$ cat src/rtl/pc_irq_ctrl.sv
// pc_irq_ctrl: program counter sequencer with a non-nesting interrupt controller.
//
// Behaviour
//   - The PC updates only on an `advance` strobe (one instruction retired).
//     The next PC is pc+1, an absolute jump, or a PC-relative jump.
//   - Rising edges on the irq_in lines are latched into `pending`. Latching
//     happens every cycle and ignores the mask, gie and in_isr.
//   - At an advance, the lowest-index pending, unmasked channel is taken when
//     all of these hold:
//       gie is set, no ISR is active, and pc_out < PC_START.
//     Code at or above PC_START (ROM) is never interrupted.
//   - On a take, the would-be next PC is saved in a single backup register and
//     the PC jumps to VEC_BASE+id+1. A reti restores the saved PC.
//
// Ports
//   clk, reset              clock (rising edge); synchronous active-high reset
//   advance                 instruction-retired strobe
//   jump, offset, jump_addr jump control; offset selects PC-relative
//   reti                    retiring instruction is return-from-interrupt
//   irq_in[NUM_INT]         level interrupt lines (rising-edge sensitive)
//   ei, di                  global interrupt enable set / clear (di wins)
//   mask_we, mask_wdata     channel mask write
//   pc_out                  current PC
//   in_isr                  interrupt service in progress
//   irq_ack, irq_id         one-cycle take pulse and last taken channel
//   pending                 latched, unserviced edges
module pc_irq_ctrl #(
  parameter int                 ADDR_W   = 27,
  parameter int                 NUM_INT  = 8,
  parameter int                 ID_W     = 4,
  parameter logic [ADDR_W-1:0]  PC_START = 27'hC02422,
  parameter logic [ADDR_W-1:0]  VEC_BASE = '0
) (
  input  logic               clk,
  input  logic               reset,
  input  logic               advance,
  input  logic               jump,
  input  logic               offset,
  input  logic [ADDR_W-1:0]  jump_addr,
  input  logic               reti,
  input  logic [NUM_INT-1:0] irq_in,
  input  logic               ei,
  input  logic               di,
  input  logic               mask_we,
  input  logic [NUM_INT-1:0] mask_wdata,
  output logic [ADDR_W-1:0]  pc_out,
  output logic               in_isr,
  output logic               irq_ack,
  output logic [ID_W-1:0]    irq_id,
  output logic [NUM_INT-1:0] pending
);

  logic [ADDR_W-1:0]  r_pc;
  logic [ADDR_W-1:0]  r_backup;
  logic               r_in_isr;
  logic               r_gie;
  logic [NUM_INT-1:0] r_mask;
  logic [NUM_INT-1:0] r_pending;
  logic [NUM_INT-1:0] r_prev;
  logic               r_armed;
  logic               r_ack;
  logic [ID_W-1:0]    r_id;

  logic [NUM_INT-1:0] w_edge;
  logic [NUM_INT-1:0] w_elig;
  logic [NUM_INT-1:0] w_clr;
  logic [ID_W-1:0]    w_id;
  logic               w_any;
  logic               w_ret;
  logic               w_take;
  logic [ADDR_W-1:0]  w_next_pc;
  logic [ADDR_W-1:0]  w_vec;

  // The edge-detect history resets to zero. The first cycle after reset only
  // loads the history and does not latch edges. Otherwise a line held high
  // through reset would look like a fresh edge once reset drops.
  assign w_edge = r_armed ? (irq_in & ~r_prev) : '0;
  assign w_elig = r_pending & r_mask;
  assign w_any  = |w_elig;

  // Lowest index wins: scan from the top so that lower indices overwrite.
  always_comb begin
    w_id = '0;
    for (int i = NUM_INT - 1; i >= 0; i--) begin
      if (w_elig[i]) w_id = ID_W'(i);
    end
  end

  assign w_next_pc = jump ? (offset ? r_pc + jump_addr : jump_addr)
                          : r_pc + ADDR_W'(1);

  // A reti inside an ISR pre-empts any take in that cycle.
  assign w_ret  = advance & reti & r_in_isr;
  assign w_take = advance & ~w_ret & r_gie & ~r_in_isr & w_any & (r_pc < PC_START);
  assign w_vec  = VEC_BASE + ADDR_W'(w_id) + ADDR_W'(1);
  assign w_clr  = w_take ? (NUM_INT'(1) << w_id) : '0;

  // Per-channel pending bit. A new edge in the same cycle as the take wins
  // over the clear, so that edge is not lost.
  for (genvar g = 0; g < NUM_INT; g++) begin : g_pend
    always_ff @(posedge clk) begin
      if (reset)          r_pending[g] <= 1'b0;
      else if (w_edge[g]) r_pending[g] <= 1'b1;
      else if (w_clr[g])  r_pending[g] <= 1'b0;
    end
  end

  always_ff @(posedge clk) begin
    if (reset) begin
      r_prev  <= '0;
      r_armed <= 1'b0;
      r_mask  <= '1;
      r_gie   <= 1'b1;
    end else begin
      r_prev  <= irq_in;
      r_armed <= 1'b1;
      if (mask_we) r_mask <= mask_wdata;
      if (di)      r_gie  <= 1'b0;
      else if (ei) r_gie  <= 1'b1;
    end
  end

  always_ff @(posedge clk) begin
    if (reset) begin
      r_pc     <= PC_START;
      r_backup <= '0;
      r_in_isr <= 1'b0;
      r_ack    <= 1'b0;
      r_id     <= '0;
    end else begin
      r_ack <= w_take;
      if (w_ret) begin
        r_pc     <= r_backup;
        r_in_isr <= 1'b0;
      end else if (w_take) begin
        r_backup <= w_next_pc;
        r_pc     <= w_vec;
        r_in_isr <= 1'b1;
        r_id     <= w_id;
      end else if (advance) begin
        r_pc <= w_next_pc;
      end
    end
  end

  assign pc_out  = r_pc;
  assign in_isr  = r_in_isr;
  assign irq_ack = r_ack;
  assign irq_id  = r_id;
  assign pending = r_pending;

endmodule

$ cat config.mk
export PLATFORM = sky130hd
export DESIGN_NAME = pc_irq_ctrl
export DESIGN_NICKNAME = d
export VERILOG_FILES = /design/src/rtl/pc_irq_ctrl.sv
export SDC_FILE = /design/constraint.sdc
export NUM_CORES = 1
export LEC_CHECK = 0
export CAP_MARGIN = 0
export CORE_MARGIN = 10
export CORE_UTILIZATION = 50
export DETAILED_ROUTE_END_ITERATION = 8
export HOLD_SLACK_MARGIN = 0.02
export PLACE_DENSITY_LB_ADDON = 0.2
export SYNTH_ARGS = -nofsm -noshare
export SYNTH_HDL_FRONTEND = slang
export SYNTH_SLANG_ARGS = --single-unit
export TNS_END_PERCENT = 100
$ cat constraint.sdc
create_clock -name clk -period 2.9 [get_ports clk]
set_clock_uncertainty 0.15 [all_clocks]
set_input_delay 0.29 -clock clk [delete_from_list [all_inputs] [get_ports clk]]
set_output_delay 0.29 -clock clk [all_outputs]
set_load 0.05 [all_outputs]
Word level (Yosys, flattened, before mapping)
Cells that the tools add are included.
{"block": "word_totals", "inputBits": 52, "register_bits": 86}
{"block": "op_classes", "mux": 34, "n_addsub": 3, "order_cmp": 1, "shift": 1, "reduce_logical": 13, "n_bitwise": 12}
{"cell": "2-to-1 mux 27 bit", "count": 5}
{"cell": "2-to-1 mux 4 bit", "count": 7}
{"cell": "adder 27 x 1 -> 27 bit (second input constant)", "count": 1}
{"cell": "adder 27 bit", "count": 1}
{"cell": "< comparator 27 x 24 -> 1 bit (second input constant)", "count": 1}
{"cell": "2-to-1 mux 1 bit", "count": 19}
{"cell": "nonzero test 2 bit", "count": 9}
{"cell": "bitwise AND 8 bit", "count": 2}
{"cell": "2-to-1 mux 8 bit", "count": 2}
{"cell": "inverter 8 bit", "count": 1}
{"cell": "OR reduction 8 bit", "count": 1}
{"cell": "left shift 1 x 4 -> 8 bit (first input constant)", "count": 1}
{"cell": "bitwise AND 1 bit", "count": 7}
{"cell": "adder 4 x 1 -> 5 bit (second input constant)", "count": 1}
{"cell": "2-to-1 mux 3 bit", "count": 1}
{"cell": "nonzero test 3 bit", "count": 1}
{"cell": "inverter 1 bit", "count": 2}
{"cell": "AND reduction 2 bit", "count": 1}
{"cell": "OR reduction 2 bit", "count": 1}

Depth between registers and ports, before layout
{"block": "logic_depth", "ltp_word": 13, "ltp_mapped": 12, "depth_no_buf": 12}

Worst setup path before layout
No wires, ideal clock.
{"block": "synth_timing", "path_type": "reg2reg", "from": "register r_pc[0], in the netlist pc_out[0]", "to": "register r_pc[18], in the netlist pc_out[18]", "t_arrival_ns": 3.226, "t_required_ns": 2.662, "setup_ns": 0.088, "synth_period_minus_slack_ns": 3.464, "stages_incl_launch_ff": 13, "path_slack_ns": -0.564, "cell_sequence": "dfxtp_1 > ha_1 > inv_1 > fa_1 > nand2b_1 > a21o_1 > a211oi_2 > a211o_2 > a311oi_1 > xnor2_1 > a21oi_1 > or4_1 > a311oi_2"}
{"block": "synth_between", "elab_chain_len": 6, "word_cells_on_any_way": 10}
{"item": "start: declaration", "line": "53", "text": "logic [ADDR_W-1:0] r_pc;"}
{"item": "start signal: assignment", "line": "133", "text": "r_pc <= r_backup;"}
{"item": "start signal: assignment", "line": "137", "text": "r_pc <= w_vec;"}
{"item": "start signal: assignment", "line": "141", "text": "r_pc <= w_next_pc;"}
{"item": "adder 27 bit", "line": "89", "text": "assign w_next_pc = jump ? (offset ? r_pc + jump_addr : jump_addr)"}
{"item": "2-to-1 mux 27 bit (2 in a row)", "line": "89"}
{"item": "2-to-1 mux 27 bit", "line": "140", "text": "end else if (advance) begin"}
{"item": "2-to-1 mux 27 bit", "line": "135", "text": "end else if (w_take) begin"}
{"item": "2-to-1 mux 27 bit", "line": "132", "text": "if (w_ret) begin"}
Several ways; a longest one is shown, not always the timed one. The select of a mux whose other input is x is not followed.
A chain may end at the register's enable or synchronous reset.

Worst setup path after layout
Same ends and word-level chain as after synthesis.

==> impl_results.md <==
- Outcome: complete, but fails checks
- Violated checks: negative setup slack
- Most common flop cell mapped by yosys: dfxtp_1
- WP data required: 3.01 ns
- Post-Syn Nets: 847
- Number of remaining DRC errors: 0
- Share of cells above drive strength 1: 25.5%
- Iteration-0 DRC count of the detailed router: 678
- Cell mode on critical path: a311oi_2
- CTS tree: built
- Worst vdd ir: 0.363 mV
- Synth cell count leaders: dfxtp_1 (85), nor2_1 (83), nand2_1 (77)
- Most frequent cell after synthesis: dfxtp_1
- Critical path's largest stage delay: 0.43 ns
- Placed cell area: 7830 um^2
- Reg-to-reg slack, setup: -0.15 ns
- Die height: 129 um
- Number of global-route vias before repair: 6723
- CP endpoint kind: register
- Seq cells post-synth: 85
- Worst skew pair latency: 0.35 ns
- Top delay family on crit path: compound AO/OA/AOI/OAI gates
- First-pass GRT wire length: 33300 um
- Power Density: 498 nW/um^2
- ANT cells: 0
- Design Area, Final: 8680 um^2
- Syn_area_per_cell: 7.87 um^2
- Number of synthesized flops with an enable pin: 0
- Initial antenna violation count: 0
- Clock tree sinks: 85
- Largest cells by area after synthesis: dfxtp_1 (28%), ha_1 (6.9%), mux2i_1 (6.2%), nor2_1 (5.2%), a21oi_1 (5.2%)
- I/O pin total: 93
- Minimum clock period: 3.05 ns
- Largest area contributor in the netlist: dfxtp_1
- DRT antenna net count: 0
- Hold_sp: reset
- Initial Util: 51.8%
- Crit-path cells: ha_4, inv_2, fa_2, nand2b_4, a21o_4, a211oi_4, a211o_2, a311oi_2, xnor2_1, a21oi_2, or4_4, a311oi_2
- Fin nets: 1026
- Slew Limit Headroom: 51.3%
- Synthesized area: 5990 um^2
- Drt wl/cell: 19.8 um
- CTS Hold Bufs: 0
- H-tree Lvls: 3
- First-pass DRT Iterations: 5
- Core Area: 11600 um^2
- Reg-to-reg startpoint: pc_out[0]
- Util after Layout: 75.0%
- Largest net degree at the start of global routing: 67
- Synth cell types: 73
- Slowest cell on the critical path: or4_4
- Global router's overall resource usage: 24.5%
- Total grt overflow: 0
- Gpl congestion: 0.972
- Final setup viols: 8
- Worst EP arrival: 3.16 ns
- Fin crit share: 105%
- DIE AREA: 16800 um^2
- Worst setup path start: pc_out[0]
- FMAX: 328 MHz
- Synthesis-to-layout area growth: 44.9%
- Vias/cell: 6.15
- Slew Limit Fails: 0
- Final worst slack: -0.151 ns
- Maximum buffer depth of the clock tree: 2
- RSZ-0062 raised after global routing: true
- Worst-margin pin slew: 0.730 ns
- Die extent in x: 129 um
- Number of synthesis warnings: 0
- Fraction of registers with async set/reset: 0%
- Crit path buf inv count: 1
- LEAKAGE: 3.51 nW
- Fin. Hold Viols: 0
- Max_cap viols: 0
- Crit Path Max Fanout: 2
- Drt total wl: 21500 um
- # port buffers: 91
- FP Rows: 39
- Syn Inst Count: 761
- CTS Buf Count: 9
- Worst-path clk slew: 0.06 ns
- Via count: 6681
- DP HPWL: 15600 um
- Final hold slack: 0.257 ns
- Seq/Total Area, Yosys: 28.4%
- WS Path Type: register to register
- Hold/Removal Path Class: primary input to register
- Clock Tree Root: clkbuf_16
- Synth top area share: 28.4%
- CP startpoint kind: register
## report_power, final
group	leakage, nW	internal, mW	switching (mW)	total, mW
logic	2.65	0.781	0.948	1.73
clock network	0.153	0.756	0.495	1.25
registers	0.704	1.25	0.0896	1.34
total	3.51	2.79	1.53	4.32
## final cells by class
type / count / area (um^2)
Fill cell: 843 / 2890
Clock buffer: 10 / 229
Inverter: 30 / 113
Clock inverter: 5 / 83.8
Sequential cell: 85 / 1750
Timing Repair Buffer: 215 / 1890
Multi-Input combinational cell: 599 / 4430
Tap cell: 143 / 179
## per-stage QoR
stage	total power [mW]	worst slack (ns)	TNS (ns)	cells
after detailed placement	2.87	-0.691	-18.77	1061
after global routing	4.51	-0.240	-2.36	1087
final	4.32	-0.151	-0.665	1087
after CTS	4.17	-0.222	-0.695	1079
after floorplan	2.26	-0.116	-0.116	761
after global placement	2.83	-0.559	-13.23	1061
## per-layer routing
metal | vias up | wire, um | GRT usage, %
li1 | 3131 | - | -
met1 | 3178 | 8530 | 28.8
met2 | 319 | 10600 | 41.6
met3 | 53 | 1790 | 5.87
met4 | 0 | 586 | 10.7
met5 | - | 0 | 0
## cell families (layout without fill, tap and decap cells)
logic type / Yosys count / count (layout) / synth area share (%)
other: 1 / 1 / 0.0626
multiplexers: 38 / 38 / 6.37
flip-flops: 85 / 85 / 28.4
buffers and inverters: 77 / 260 / 5.39
AND/OR/NAND/NOR: 264 / 264 / 21.1
adder cells (fa/ha/maj): 34 / 34 / 7.23
XOR/XNOR: 44 / 44 / 6.43
AO/OA/AOI/OAI: 218 / 218 / 25.0
## flip-flops by register name, indices dropped and copies added (netlist names)
register  flops
pc_out       27
r_backup     27
pending       8
r_mask        8
r_prev        8
irq_id        3
in_isr        1
irq_ack       1
r_armed       1
r_gie         1
## cells in the final DEF, fill, tap and decap left out, types with 9 or more instances in the layout
cell,count
clkbuf_16,9
inv_1,27
nand4_1,9
dfxtp_4,10
nor2b_1,15
a21o_1,17
a211oi_1,14
buf_4,118
xor2_1,15
nand2_1,76
nand3_1,19
ha_1,22
a21oi_2,15
a22oi_1,13
nor2_1,80
clkdlybuf4s50_1,85
nor3_1,14
mux2i_1,35
o21ai_0,15
dfxtp_1,68
xnor2_1,27
ha_4,9
a21oi_1,46
## timing repair
action	in CTS	in global routing
setup buffers	5	8
setup endpoints to repair	65	35
resized for setup	31	63
pin swaps	30	42
## worst reg2reg max path, cell delays in order (launching register included)
cell and delay (ns):
dfxtp_4 0.35, ha_4 0.12, inv_2 0.04, fa_2 0.35, nand2b_4 0.15, a21o_4 0.23, a211oi_4 0.28, a211o_2 0.20
a311oi_2 0.10, xnor2_1 0.23, a21oi_2 0.09, or4_4 0.43, a311oi_2 0.23
## path summary, 6_finish.rpt
check                               endpoint  depth (start not counted)
worst min register to register  r_backup[18]                          2
worst max register to register    pc_out[18]                         12
worst max-delay path              pc_out[18]                         12
worst min-delay path              pc_out[10]                          3
(Power assumes the default switching activity.)
